$ cat src/rtl/mem_port_arbiter.sv
// Shares one single-port memory between the fetch path and the load/store data path.
// Latency: store done 2 cycles after the request is sampled, read done 2 + MEM_LATENCY cycles after.
// Backpressure: requesters hold req until their done pulse; requests are sampled only while idle.
//
// Ports:
//   clk, reset        rising-edge clock, asynchronous active-low reset
//   i_req/i_addr      fetch request (held until i_done); i_done/i_rdata completion and data
//   d_req/d_we/...    load/store request (held until d_done); d_done/d_rdata completion and data
//   mem_*             memory macro strobe, write enable, address, write data, read data
//   busy, owner       arbiter not idle; current/last grant (0 = fetch, 1 = data)
module mem_port_arbiter #(
  parameter int ADDR_W      = 32,
  parameter int DATA_W      = 64,
  parameter int MEM_LATENCY = 1,   // 1..4
  parameter int MAX_STREAK  = 4    // 1..15
) (
  input  logic              clk,
  input  logic              reset,
  input  logic              i_req,
  input  logic [ADDR_W-1:0] i_addr,
  output logic              i_done,
  output logic [DATA_W-1:0] i_rdata,
  input  logic              d_req,
  input  logic              d_we,
  input  logic [ADDR_W-1:0] d_addr,
  input  logic [DATA_W-1:0] d_wdata,
  output logic              d_done,
  output logic [DATA_W-1:0] d_rdata,
  output logic              mem_en,
  output logic              mem_we,
  output logic [ADDR_W-1:0] mem_addr,
  output logic [DATA_W-1:0] mem_wdata,
  input  logic [DATA_W-1:0] mem_rdata,
  output logic              busy,
  output logic              owner
);

  typedef enum logic [2:0] {IDLE, ACCESS, WAIT, CAPTURE, DONE} state_t;

  localparam logic [3:0] STREAK_MAX = 4'(MAX_STREAK);
  // WAIT runs MEM_LATENCY-1 cycles; the counter is loaded with one less so it exits on zero.
  localparam logic [1:0] WAIT_INIT  = (MEM_LATENCY > 1) ? 2'(MEM_LATENCY - 2) : 2'd0;

  state_t            state, state_nx;
  logic [3:0]        streak, streak_nx;
  logic [1:0]        wait_cnt, wait_cnt_nx;
  logic              grant_d;
  logic              mem_en_nx, mem_we_nx, owner_nx, busy_nx, i_done_nx, d_done_nx;
  logic [ADDR_W-1:0] mem_addr_nx;
  logic [DATA_W-1:0] mem_wdata_nx, i_rdata_nx, d_rdata_nx;

  always_comb begin
    state_nx     = state;
    streak_nx    = streak;
    wait_cnt_nx  = wait_cnt;
    grant_d      = 1'b0;
    mem_en_nx    = 1'b0;
    mem_we_nx    = mem_we;
    mem_addr_nx  = mem_addr;
    mem_wdata_nx = mem_wdata;
    owner_nx     = owner;
    i_done_nx    = 1'b0;
    d_done_nx    = 1'b0;
    i_rdata_nx   = i_rdata;
    d_rdata_nx   = d_rdata;

    case (state)
      IDLE: begin
        if (i_req || d_req) begin
          // Data wins ties unless it has already starved a waiting fetch MAX_STREAK times.
          grant_d      = d_req && !(i_req && (streak == STREAK_MAX));
          state_nx     = ACCESS;
          mem_en_nx    = 1'b1;
          owner_nx     = grant_d;
          mem_addr_nx  = grant_d ? d_addr : i_addr;
          mem_we_nx    = grant_d && d_we;
          mem_wdata_nx = grant_d ? d_wdata : '0;
          // The streak only measures data grants that actually bypassed a waiting fetch.
          if (!grant_d || !i_req) begin
            streak_nx = '0;
          end else if (streak != STREAK_MAX) begin
            streak_nx = streak + 4'd1;
          end
        end
      end
      ACCESS: begin
        if (mem_we) begin
          // Only the data port can store, so completion goes to d_done.
          state_nx  = DONE;
          d_done_nx = 1'b1;
        end else if (MEM_LATENCY == 1) begin
          state_nx = CAPTURE;
        end else begin
          state_nx    = WAIT;
          wait_cnt_nx = WAIT_INIT;
        end
      end
      WAIT: begin
        if (wait_cnt == 2'd0) begin
          state_nx = CAPTURE;
        end else begin
          wait_cnt_nx = wait_cnt - 2'd1;
        end
      end
      CAPTURE: begin
        state_nx = DONE;
        if (owner) begin
          d_rdata_nx = mem_rdata;
          d_done_nx  = 1'b1;
        end else begin
          i_rdata_nx = mem_rdata;
          i_done_nx  = 1'b1;
        end
      end
      DONE:    state_nx = IDLE;
      default: state_nx = IDLE;
    endcase

    busy_nx = (state_nx != IDLE);
  end

  always_ff @(posedge clk or negedge reset) begin
    if (!reset) begin
      state     <= IDLE;
      streak    <= '0;
      wait_cnt  <= '0;
      mem_en    <= 1'b0;
      mem_we    <= 1'b0;
      mem_addr  <= '0;
      mem_wdata <= '0;
      owner     <= 1'b0;
      busy      <= 1'b0;
      i_done    <= 1'b0;
      d_done    <= 1'b0;
      i_rdata   <= '0;
      d_rdata   <= '0;
    end else begin
      state     <= state_nx;
      streak    <= streak_nx;
      wait_cnt  <= wait_cnt_nx;
      mem_en    <= mem_en_nx;
      mem_we    <= mem_we_nx;
      mem_addr  <= mem_addr_nx;
      mem_wdata <= mem_wdata_nx;
      owner     <= owner_nx;
      busy      <= busy_nx;
      i_done    <= i_done_nx;
      d_done    <= d_done_nx;
      i_rdata   <= i_rdata_nx;
      d_rdata   <= d_rdata_nx;
    end
  end

endmodule

$ cat config.mk
export PLATFORM = sky130hd
export DESIGN_NAME = mem_port_arbiter
export DESIGN_NICKNAME = d
export VERILOG_FILES = /design/src/rtl/mem_port_arbiter.sv
export SDC_FILE = /design/constraint.sdc
export NUM_CORES = 1
export LEC_CHECK = 0
export ABC_AREA = 1
export CORE_AREA = 5 5 164 166
export CTS_CLUSTER_SIZE = 10
export DETAILED_ROUTE_END_ITERATION = 8
export DIE_AREA = 0 0 169 171
export PLACE_DENSITY = 0.75
export SKIP_CTS_REPAIR_TIMING = 1
export SYNTH_ARGS = -nofsm -noshare
export SYNTH_HDL_FRONTEND = slang
export SYNTH_SLANG_ARGS = --single-unit
$ cat constraint.sdc
create_clock -name clk -period 2.08 [get_ports clk]
set_input_delay 0.52 -clock clk [delete_from_list [all_inputs] [get_ports clk]]
set_output_delay 0.52 -clock clk [all_outputs]
set_load 0.01 [all_outputs]
* Word-level counts from Yosys, hierarchy flattened *
Index checks and enable logic that the tools add are counted.

storage, ports and cells
  register bits after elaboration = 239
  latch bits = 0
  RAM bits = 0
  bits in read-only memories = 0
  input port bits = 197
  output and inout port bits = 230
  memories kept = 0

operators by class
  add/sub/neg operators = 2
  multipliers = 0
  div/mod/pow operators = 0
  order comparisons = 0
  equality and inequality tests = 5
  shifts and indexed selects = 0
  muxes and demuxes = 15
  bitwise gates (word level) = 2
  reduce and logical (&&, ||, !) cells = 17

operators with widths
  cell                   number
  $mux W64               1
  $mux W32               1
  $pmux W3 S4            1
  $mux W3                3
  $mux W4                2
  $reduce_and A2 Y1      4
  $eq A3 B2 Y1 const B   2
  $mux W1                6
  $add A4 B1 Y4 const B  1
  $eq A4 B3 Y1 const B   1
  $ne A4 B3 Y1 const B   1
  $eq A3 B1 Y1 const B   1
  $logic_and A1 B1 Y1    3
  $logic_not A1 Y1       3
  $logic_not A3 Y1       1
  $reduce_and A3 Y1      1
  $reduce_bool A3 Y1     1
  $logic_not A2 Y1       1
  $logic_or A1 B1 Y1     2
  $not A1 Y1             2
  $pmux W1 S2            1
  $reduce_bool A2 Y1     1
  $sub A2 B1 Y2 const B  1

* Logic depth before layout (Yosys ltp) *
Gate-level depths: netlist of the first run.

  depth in word-level cells = 8
  gate-level depth with buffers = 11
  gate-level depth less buffers = 9

* Worst setup path after synthesis of the first run *
OpenSTA, ideal clock, no wires.

  kind = register to register
  start point = register streak[0]
  end point = register mem_wdata[10]
  setup time = 66 ps
  data arrival time = 1394 ps
  slack = 620 ps
  cell stages (with the launch flop) = 11
  buffers on the path = 1
  clock period less this slack = 1460 ps
  cell sequence = dfrtp_1 > inv_1 > ha_1 > nand2_1 > inv_1 > nand2_2 > nand2_4 > inv_2 > clkbuf_1 > nand3_1 > nand2_1

on the way
  cells in the longest elaborated chain, start to end = 5

RTL lines
  item                      line  source
  start: declaration        45    logic [3:0] streak, streak_nx;
  start signal: assignment  139   streak <= streak_nx;
  $eq A4 B3 Y1              71    grant_d = d_req && !(i_req && (streak == STREAK_MAX));
  $logic_and A1 B1 Y1       71
  $logic_not A1 Y1          71
  $logic_and A1 B1 Y1       71
  $mux W64                  77    mem_wdata_nx = grant_d ? d_wdata : '0;
  end signal: assignment    144   mem_wdata <= mem_wdata_nx;
  end: declaration          32    output logic [DATA_W-1:0] mem_wdata,

Every way passes these cells.
A chain may end at the register's enable or synchronous reset.

* Worst setup path in the final report of the first run *
  start point = register d_rdata[33]
  end point = output port d_rdata[33]

RTL lines
  item                      line  source
  start: declaration        28    output logic [DATA_W-1:0] d_rdata,
  start signal: assignment  150   d_rdata <= d_rdata_nx;

No word-level cell between the ends.

==> results.py, run 1 <==
metrics = {
    "placed_design": {
        "hpwl_mm": 22.6,
        "place_inst": 1836,
        "port_buffers": 426,
        "dpl-instance-area_sq_um": 14500,
        "routabilityCongestion": 0.931,
        "dp_slack_ps": 62.9,
    },
    "logic_synthesis": {
        "yosys.area.top_type_share_pct": 61.0,
        "syn-instance-count": 1113,
        "netlist_top_cells_area": "dfrtp_1 (61%), nand2_1 (14%), nand3_1 (7.0%)",
        "syn-num-nets": 1313,
        "ys_seq_area_share_pct": 61.0,
        "yosysTopAreaCell": "dfrtp_1",
        "ys_ff_latch": 239,
        "synth_cell_types": 22,
        "netlist_area_sq_um": 9800,
        "synth_area_per_cell_sq_um": 8.80,
        "yosys_warnings": 0,
    },
    "worst_setup_path": {
        "ff2ff_setup_slack_ps": 500,
        "crit_path_cell_trace": "clkdlybuf4s50_1",
        "start_kind": "flop",
        "required_ps": 1560,
        "cpPeakStageDelay_ps": 620,
        "critPathCaptureType": "output pin",
        "critPathMaxFanout": 2,
        "path_buf_inv": 1,
        "r2r_start": "state[2]",
        "reg2regPathDepth": 6,
        "critPathTopFamily": "buffers and inverters",
        "critPathKind": "reg2out",
        "crit_path_top_delay_cell": "clkdlybuf4s50_1",
        "reg2reg_to": "i_rdata[31]",
        "cp.arrival_ps": 1510,
    },
    "clock_tree": {
        "numCtsBuffers": 28,
        "path_clk_slew_ps": 50,
        "cts_tree": "done",
        "clock_latency_ps": 530,
        "cts.sinks": 239,
        "clk_path_buf_depth": 3,
        "cts_root_buffer": "clkbuf_16",
        "htree_num_levels": 1,
    },
    "die": {
        "initial_core_util_pct": 38.5,
        "ios": 427,
        "core_area_sq_um": 25500,
        "die_area_sq_um": 28900,
        "fp.dieH_um": 171,
        "rows": 59,
        "die_w_um": 169,
    },
    "finish": {
        "final_cell_count_no_fill": 1874,
        "design_area_sq_um": 15300,
        "final_nets": 1732,
        "drive_gt1_share_pct": 4.81,
        "mostFrequentLayoutCells": "clkdlybuf4s50_1 (420), nand2_1 (374), dfrtp_1 (239), inv_1 (141), nand3_1 (137)",
        "syn_to_final_growth_pct": 56.4,
        "mostFrequentLayoutCell": "clkdlybuf4s50_1",
    },
    "grt": {
        "grt_max_degree": 106,
        "grt_pass1_wl_mm": 47.9,
        "grt_overflow_total": 0,
        "grt_pass1_vias": 8864,
        "grt.total_usage_pct": 20.5,
        "antenna_found_initial": 1,
    },
    "timing": {
        "period_minus_slack_ps": 2030,
        "layout_worst_path_cycle_share_pct": 97.7,
        "rsz0062_at_grt": "false",
        "final_hold_viol_count": 0,
        "finClkSkew_ps": 18.4,
        "slew_headroom_pct": 66.5,
        "fmax_ghz": 0.492,
        "tightestPinTransition_ps": 503,
        "slew_violations": 0,
        "final.setup.worst_slack_ps": 48.1,
        "setup_violations": 0,
    },
    "flow_run": {
        "drv_cap": 0,
    },
    "power_and_ir_drop": {
        "power_density_nw_per_um2": 1430,
        "ir_drop_uv": 981,
        "p_leak_nw": 7.70,
    },
    "detailed_routing": {
        "via_per_inst": 4.75,
        "detail_route.iter0.violations": 729,
        "wl_per_cell_um": 16.5,
        "vias": 8910,
        "drt_pre_antenna_iters": 5,
        "drcViolationCount": 0,
        "routed_wl_mm": 30.9,
        "ant_nets": 0,
    },
    "min_path": {
        "hold_class": "reg2reg",
        "hold_depth": 2,
        "hold_start": "mem_addr[15]",
        "hold_end": "mem_addr[15]",
    },
    "run_status": {
        "status": "completed",
    },
}
## metrics by stage
step / setup TNS [ps] / util (%) / hold WS (ps) / total power [mW]
after CTS: -136 / 60.1 / -62.5 / 22.3
after detailed placement: 0 / 57.0 / 464 / 17.8
after global placement: 0 / 57.0 / 462 / 17.5
after floorplan: 0 / - / 224 / 11.9
after global routing: 0 / 60.2 / 492 / 23.4
final: 0 / 60.2 / 473 / 22.0
## cell families (layout without fill, tap and decap cells)
| logic type | after synthesis | in the layout | share of synthesized area [%] |
|---|---|---|---|
| simple gates | 526 | 526 | 22.2 |
| buf+inv | 212 | 637 | 9.47 |
| fa+ha+maj | 3 | 3 | 0.383 |
| xor+xnor | 2 | 2 | 0.179 |
| flops | 239 | 239 | 61.0 |
| other cells | 0 | 1 | 0 |
| compound gates | 131 | 131 | 6.69 |
## Yosys cell counts
master	instances
o21ai_1	22
nor2_2	1
nor2_4	1
nand2_4	1
xor2_1	2
buf_1	1
inv_1	141
nand2_2	3
ha_1	3
buf_4	10
o21ai_0	109
dfrtp_1	239
nand3_1	137
buf_2	26
clkbuf_1	20
clkbuf_2	2
nand2_1	375
nand4_1	2
inv_2	4
nand3b_1	1
buf_6	8
nor2_1	5
## worst max-delay path by stage
stage               slack (ps)       endpoint   startpoint  depth (start not counted)
floorplan                  620  mem_wdata[10]    streak[0]                         10
global placement            80   mem_addr[15]        d_req                          8
detailed placement          60   mem_wdata[5]        d_req                          8
CTS                        -50         mem_we       mem_we                          1
global route                 3    d_rdata[33]  d_rdata[33]                          1
finish                      50    d_rdata[33]  d_rdata[33]                          1
## cell type report
cell class | instances | area (sq um)
Antenna cell | 1 | 2.50
Clock buffer | 35 | 767
Clock inverter | 1 | 16.3
Fill cell | 2176 | 10100
Inverter | 145 | 546
Multi-Input combinational cell | 662 | 2910
Sequential cell | 239 | 5980
Tap cell | 335 | 419
Timing Repair Buffer | 456 | 4680
## registers in the layout (all words and copies together), names as in the netlist
register   cells
i_done         1
busy           1
mem_we         1
state          3
d_rdata       64
i_rdata       64
streak         4
mem_addr      32
wait_cnt       2
mem_wdata     64
mem_en         1
owner          1
d_done         1
## report_power, final
group          switching, mW  total (mW)  internal (mW)
logic                   4.68        9.71           5.04
clock network           1.76        4.30           2.53
registers               1.18        7.95           6.77
## metal layers
| layer | vias to the layer above | part of all wire (%) | track usage, % | routed length [um] |
|---|---|---|---|---|
| met3 | 57 | 9.3 | 6.05 | 2860 |
| met1 | 4162 | 39 | 25.7 | 12100 |
| met5 | - | 0 | 0 | 0 |
| li1 | 4287 | - | - | - |
| met2 | 404 | 49 | 34.7 | 15100 |
| met4 | 0 | 2.6 | 5.88 | 798 |
Power figures use the tool's default switching activity.
==> run 2, diff against run 1 <==
Settings changed: PLACE_DENSITY 0.75 to 0.86.
==> run 2 against run 1 <==
Compared with the run above:
- cell area fell by 0.44%
- clock power down 4.9%
- sequential cell count is the same
- first-iteration DRC count is 5.8% lower
- setup slack improved by 12 ps
- combinational power fell by 0.5%
- non-clock buffer count shrank 1
- clock-buffer cell count is 5 lower
- die area stayed put
- largest power group unchanged
==> results.py, run 2 (synthesis gave the netlist of run 1 again) <==
metrics = {
    "run_status": {
        "status": "completed",
    },
    "die": {
        "core_area_sq_um": 25500,
        "die_area_sq_um": 28900,
        "initial_core_util_pct": 38.5,
        "fp.dieH_um": 171,
        "die_w_um": 169,
        "ios": 427,
        "rows": 59,
    },
    "detailed_routing": {
        "routed_wl_mm": 30.5,
        "detail_route.iter0.violations": 687,
        "drt_pre_antenna_iters": 5,
        "via_per_inst": 4.80,
        "wl_per_cell_um": 16.3,
        "ant_nets": 0,
        "drcViolationCount": 0,
        "vias": 8971,
    },
    "finish": {
        "syn_to_final_growth_pct": 55.7,
        "diodes": 0,
        "largest_registers": "d_rdata: 64 flops, i_rdata: 64 flops, mem_wdata: 64 flops",
        "mostFrequentLayoutCell": "clkdlybuf4s50_1",
        "mostFrequentLayoutCells": "clkdlybuf4s50_1 (420), nand2_1 (374), dfrtp_1 (239), inv_1 (141), nand3_1 (137)",
        "fillers": 2020,
        "design_area_sq_um": 15300,
        "drive_gt1_share_pct": 4.69,
        "final_cell_count_no_fill": 1870,
        "final_nets": 1731,
    },
    "clock_tree": {
        "htree_num_levels": 1,
        "cts_root_buffer": "clkbuf_16",
        "path_clk_slew_ps": 50,
        "numCtsBuffers": 28,
        "clk_path_buf_depth": 3,
        "cts.sinks": 239,
        "cts_tree": "done",
        "clock_latency_ps": 530,
    },
    "worst_setup_path": {
        "start_kind": "flop",
        "path_buf_inv": 1,
        "required_ps": 1560,
        "critPathTopFamily": "buffers and inverters",
        "crit_path_cell_trace": "clkdlybuf4s50_1",
        "critPathKind": "reg2out",
        "cp.arrival_ps": 1500,
        "cpPeakStageDelay_ps": 570,
        "critPathMaxFanout": 2,
        "critPathCaptureType": "output pin",
        "crit_path_top_delay_cell": "clkdlybuf4s50_1",
    },
    "placed_design": {
        "port_buffers": 426,
        "dp_slack_ps": 55.3,
        "routabilityCongestion": 0.886,
        "dpl-instance-area_sq_um": 14500,
        "place_inst": 1835,
        "hpwl_mm": 22.3,
    },
    "grt": {
        "grt.total_usage_pct": 20.2,
        "grt_pass1_wl_mm": 47.8,
        "grt_max_degree": 72,
        "antenna_found_initial": 0,
        "grt_pass1_vias": 9266,
        "grt_overflow_total": 0,
    },
    "flow_run": {
        "drv_cap": 0,
    },
    "timing": {
        "fmax_ghz": 0.495,
        "slew_violations": 0,
        "final.setup.worst_slack_ps": 59.6,
        "setup_violations": 0,
        "finClkSkew_ps": 27.3,
        "slew_headroom_pct": 69.3,
        "tightestPinTransition_ps": 461,
        "final_hold_viol_count": 0,
        "period_minus_slack_ps": 2020,
        "rsz0062_at_grt": "false",
        "layout_worst_path_cycle_share_pct": 97.1,
    },
    "power_and_ir_drop": {
        "p_leak_nw": 7.67,
        "power_density_nw_per_um2": 1430,
        "power_mw": 21.8,
        "ir_drop_uv": 900,
    },
    "min_path": {
        "hold_class": "reg2reg",
    },
}
## run 2: cell types whose count changed in the layout (fill, tap and decap cells not counted), sizes merged
cell | before | now
clkbuf | 35 | 30
clkinv | 2 | 4
buf | 30 | 29
diode | 1 | 0
inv | 144 | 145
## run 2: path summary, 6_finish.rpt
path	startpoint	to	slack [ps]	cells past startpoint
max	i_rdata[1]	i_rdata[1]	60	1
min	mem_wdata[7]	mem_wdata[7]	470	2
max reg2reg	streak[0]	mem_wdata[54]	430	10
min reg2reg	mem_wdata[7]	mem_wdata[7]	470	2
max in group asynchronous	reset	i_rdata[50]	940	3
min in group asynchronous	reset	mem_addr[5]	520	2
## run 2: final cells by class
type / instances / area, sq um / area share, %
Multi-Input combinational cell: 662 / 2910 / 19.1
Clock buffer: 30 / 708 / 4.64
Inverter: 145 / 544 / 3.57
Clock inverter: 4 / 31.3 / 0.205
Timing Repair Buffer: 455 / 4660 / 30.6
Sequential cell: 239 / 5980 / 39.2
Tap cell: 335 / 419 / 2.75
## run 2: metrics by stage
step	hold slack (ps)	setup TNS, ps	utilization, %
final	474	0	59.9
after global placement	461	0	56.9
after global routing	491	0	59.9
after CTS	-93.0	-127	59.8
after floorplan	224	0	-
after detailed placement	464	0	56.9
## run 2: power breakdown
part	leakage, nW	switching, mW	internal, mW
clock network	0.366	1.71	2.38
registers	2.98	1.24	6.77
logic	4.33	4.64	5.02
## run 2: metal layers
layer,up-vias,share of wire (%),GRT usage [%]
met2,441,50,35.6
met3,65,10,5.89
met1,4191,37,24.1
met4,0,2.7,6.06
met5,-,0,0
li1,4274,-,-
==> run 3, diff against run 2 <==
Settings changed: CTS_CLUSTER_SIZE 10 to default.
==> run 3 against run 2 <==
Compared with the run above:
- sequential power hardly changed
- global-route usage hardly changed
- die area stayed put
- critical endpoint unchanged
==> results.py, run 3 (synthesis gave the netlist of run 1 again) <==
metrics = {
    "finish": {
        "mostFrequentLayoutCells": "clkdlybuf4s50_1 (420), nand2_1 (374), dfrtp_1 (239), inv_1 (141), nand3_1 (137)",
        "mostFrequentLayoutCell": "clkdlybuf4s50_1",
        "drive_gt1_share_pct": 5.56,
        "regArea_sq_um": 5980,
        "syn_to_final_growth_pct": 57.7,
        "multi_input_area_sq_um": 2910,
        "fillers": 2011,
        "final_nets": 1729,
        "diodes": 0,
        "utilization_pct": 60.7,
        "largest_registers": "d_rdata: 64 flops, i_rdata: 64 flops, mem_wdata: 64 flops",
    },
    "worst_setup_path": {
        "critPathCaptureType": "output pin",
        "critPathTopFamily": "buffers and inverters",
        "r2r_start": "streak[0]",
        "start_kind": "flop",
        "critical_path.startpoint": "i_rdata[1]",
        "critPathMaxFanout": 2,
        "cpPeakStageDelay_ps": 560,
        "path_buf_inv": 1,
        "required_ps": 1560,
        "critPathKind": "reg2out",
        "crit_path_cell_trace": "clkdlybuf4s50_1",
        "crit_path_top_delay_cell": "clkdlybuf4s50_1",
        "cp.arrival_ps": 1480,
    },
    "detailed_routing": {
        "drcViolationCount": 0,
        "detail_route.iter0.violations": 718,
        "drt_pre_antenna_iters": 5,
        "ant_nets": 0,
        "vias": 9000,
        "via_per_inst": 4.78,
        "routed_wl_mm": 30.6,
        "wl_per_cell_um": 16.3,
    },
    "clock_tree": {
        "clk_path_buf_depth": 3,
        "clock_latency_ps": 520,
        "cts_tree": "done",
        "path_clk_slew_ps": 60,
        "cts.sinks": 239,
        "numCtsBuffers": 26,
        "htree_num_levels": 1,
        "cts_root_buffer": "clkbuf_16",
    },
    "die": {
        "ios": 427,
        "core_area_sq_um": 25500,
        "initial_core_util_pct": 38.5,
        "die_w_um": 169,
        "fp.dieH_um": 171,
        "rows": 59,
        "die_area_sq_um": 28900,
    },
    "power_and_ir_drop": {
        "p_switching_mw": 7.79,
        "p_leak_nw": 7.76,
        "ir_drop_uv": 905,
        "seqPwrFrac_pct": 35.4,
        "p_comb_share_pct": 42.7,
        "switching_share_pct": 34.4,
        "internal_power_mw": 14.9,
        "clockPowerShare_pct": 22.0,
        "power_density_nw_per_um2": 1470,
    },
    "timing": {
        "slew_headroom_pct": 69.4,
        "slew_violations": 0,
        "fmax_ghz": 0.500,
        "period_minus_slack_ps": 2000,
        "finClkSkew_ps": 11.3,
        "final.setup.worst_slack_ps": 79.1,
        "tightestPinTransition_ps": 459,
        "final_hold_viol_count": 0,
        "rsz0062_at_grt": "false",
        "setup_violations": 0,
        "layout_worst_path_cycle_share_pct": 96.2,
    },
    "placed_design": {
        "hpwl_mm": 22.3,
        "routabilityCongestion": 0.886,
        "dp_slack_ps": 55.3,
        "port_buffers": 426,
    },
    "grt": {
        "grt_overflow_total": 0,
        "grt_max_degree": 72,
        "grt_pass1_wl_mm": 47.8,
        "antenna_found_initial": 0,
        "grt_pass1_vias": 9154,
        "grt.total_usage_pct": 20.2,
    },
    "min_path": {
        "hold_start": "mem_wdata[40]",
        "hold_class": "reg2reg",
    },
    "run_status": {
        "status": "completed",
    },
    "flow_run": {
        "drv_cap": 0,
    },
}
run 3: final cells by class:
class	instances	share of cell area, %
sequential	239	38.7
clock buffer	30	4.57
multi-input combinational	662	18.8
clock inverter	17	1.51
inverter	145	3.52
tap	335	2.71
timing repair buffer	455	30.2
run 3: layer usage:
layer  global-route usage (%)  vias up  routed length, um
met2                     35.5      419              15100
li1                         -     4283                  -
met3                     5.82       66               2970
met1                     24.3     4232              11700
met4                     5.74        0                845
met5                        0        -                  0
run 3: per-stage QoR:
step	cell area, sq um	instances	total power, mW	TNS, ps	hold slack [ps]
floorplan	9800	1113	11.9	0	224
global placement	14500	1835	17.4	0	461
detailed placement	14500	1835	17.8	0	464
CTS	15400	1882	22.9	-87.0	-86.9
global route	15500	1883	24.1	0	493
finish	15500	1883	22.6	0	476
run 3: path summary, 6_finish.rpt:
kind	end	slack, ps	depth (start not counted)
worst min-delay path	mem_wdata[40]	480	2
worst max-delay path	i_rdata[1]	80	1
worst max register to register	mem_wdata[59]	420	10
worst min register to register	mem_wdata[40]	480	2
min in group asynchronous	mem_addr[5]	510	2
max in group asynchronous	i_rdata[2]	920	3
run 3: power groups by stage:
| stage | combinational (mW) | sequential (mW) | clock (mW) |
|---|---|---|---|
| 3_3_place_gp | 9.46 | 7.93 | 0 |
| 3_5_place_dp | 9.74 | 8.02 | 0 |
| 5_1_grt | 10.6 | 8.26 | 5.29 |
| 2_1_floorplan | 3.02 | 8.84 | 0 |
| 6_report | 9.67 | 8.01 | 4.97 |
| 4_1_cts | 9.81 | 8.01 | 5.10 |
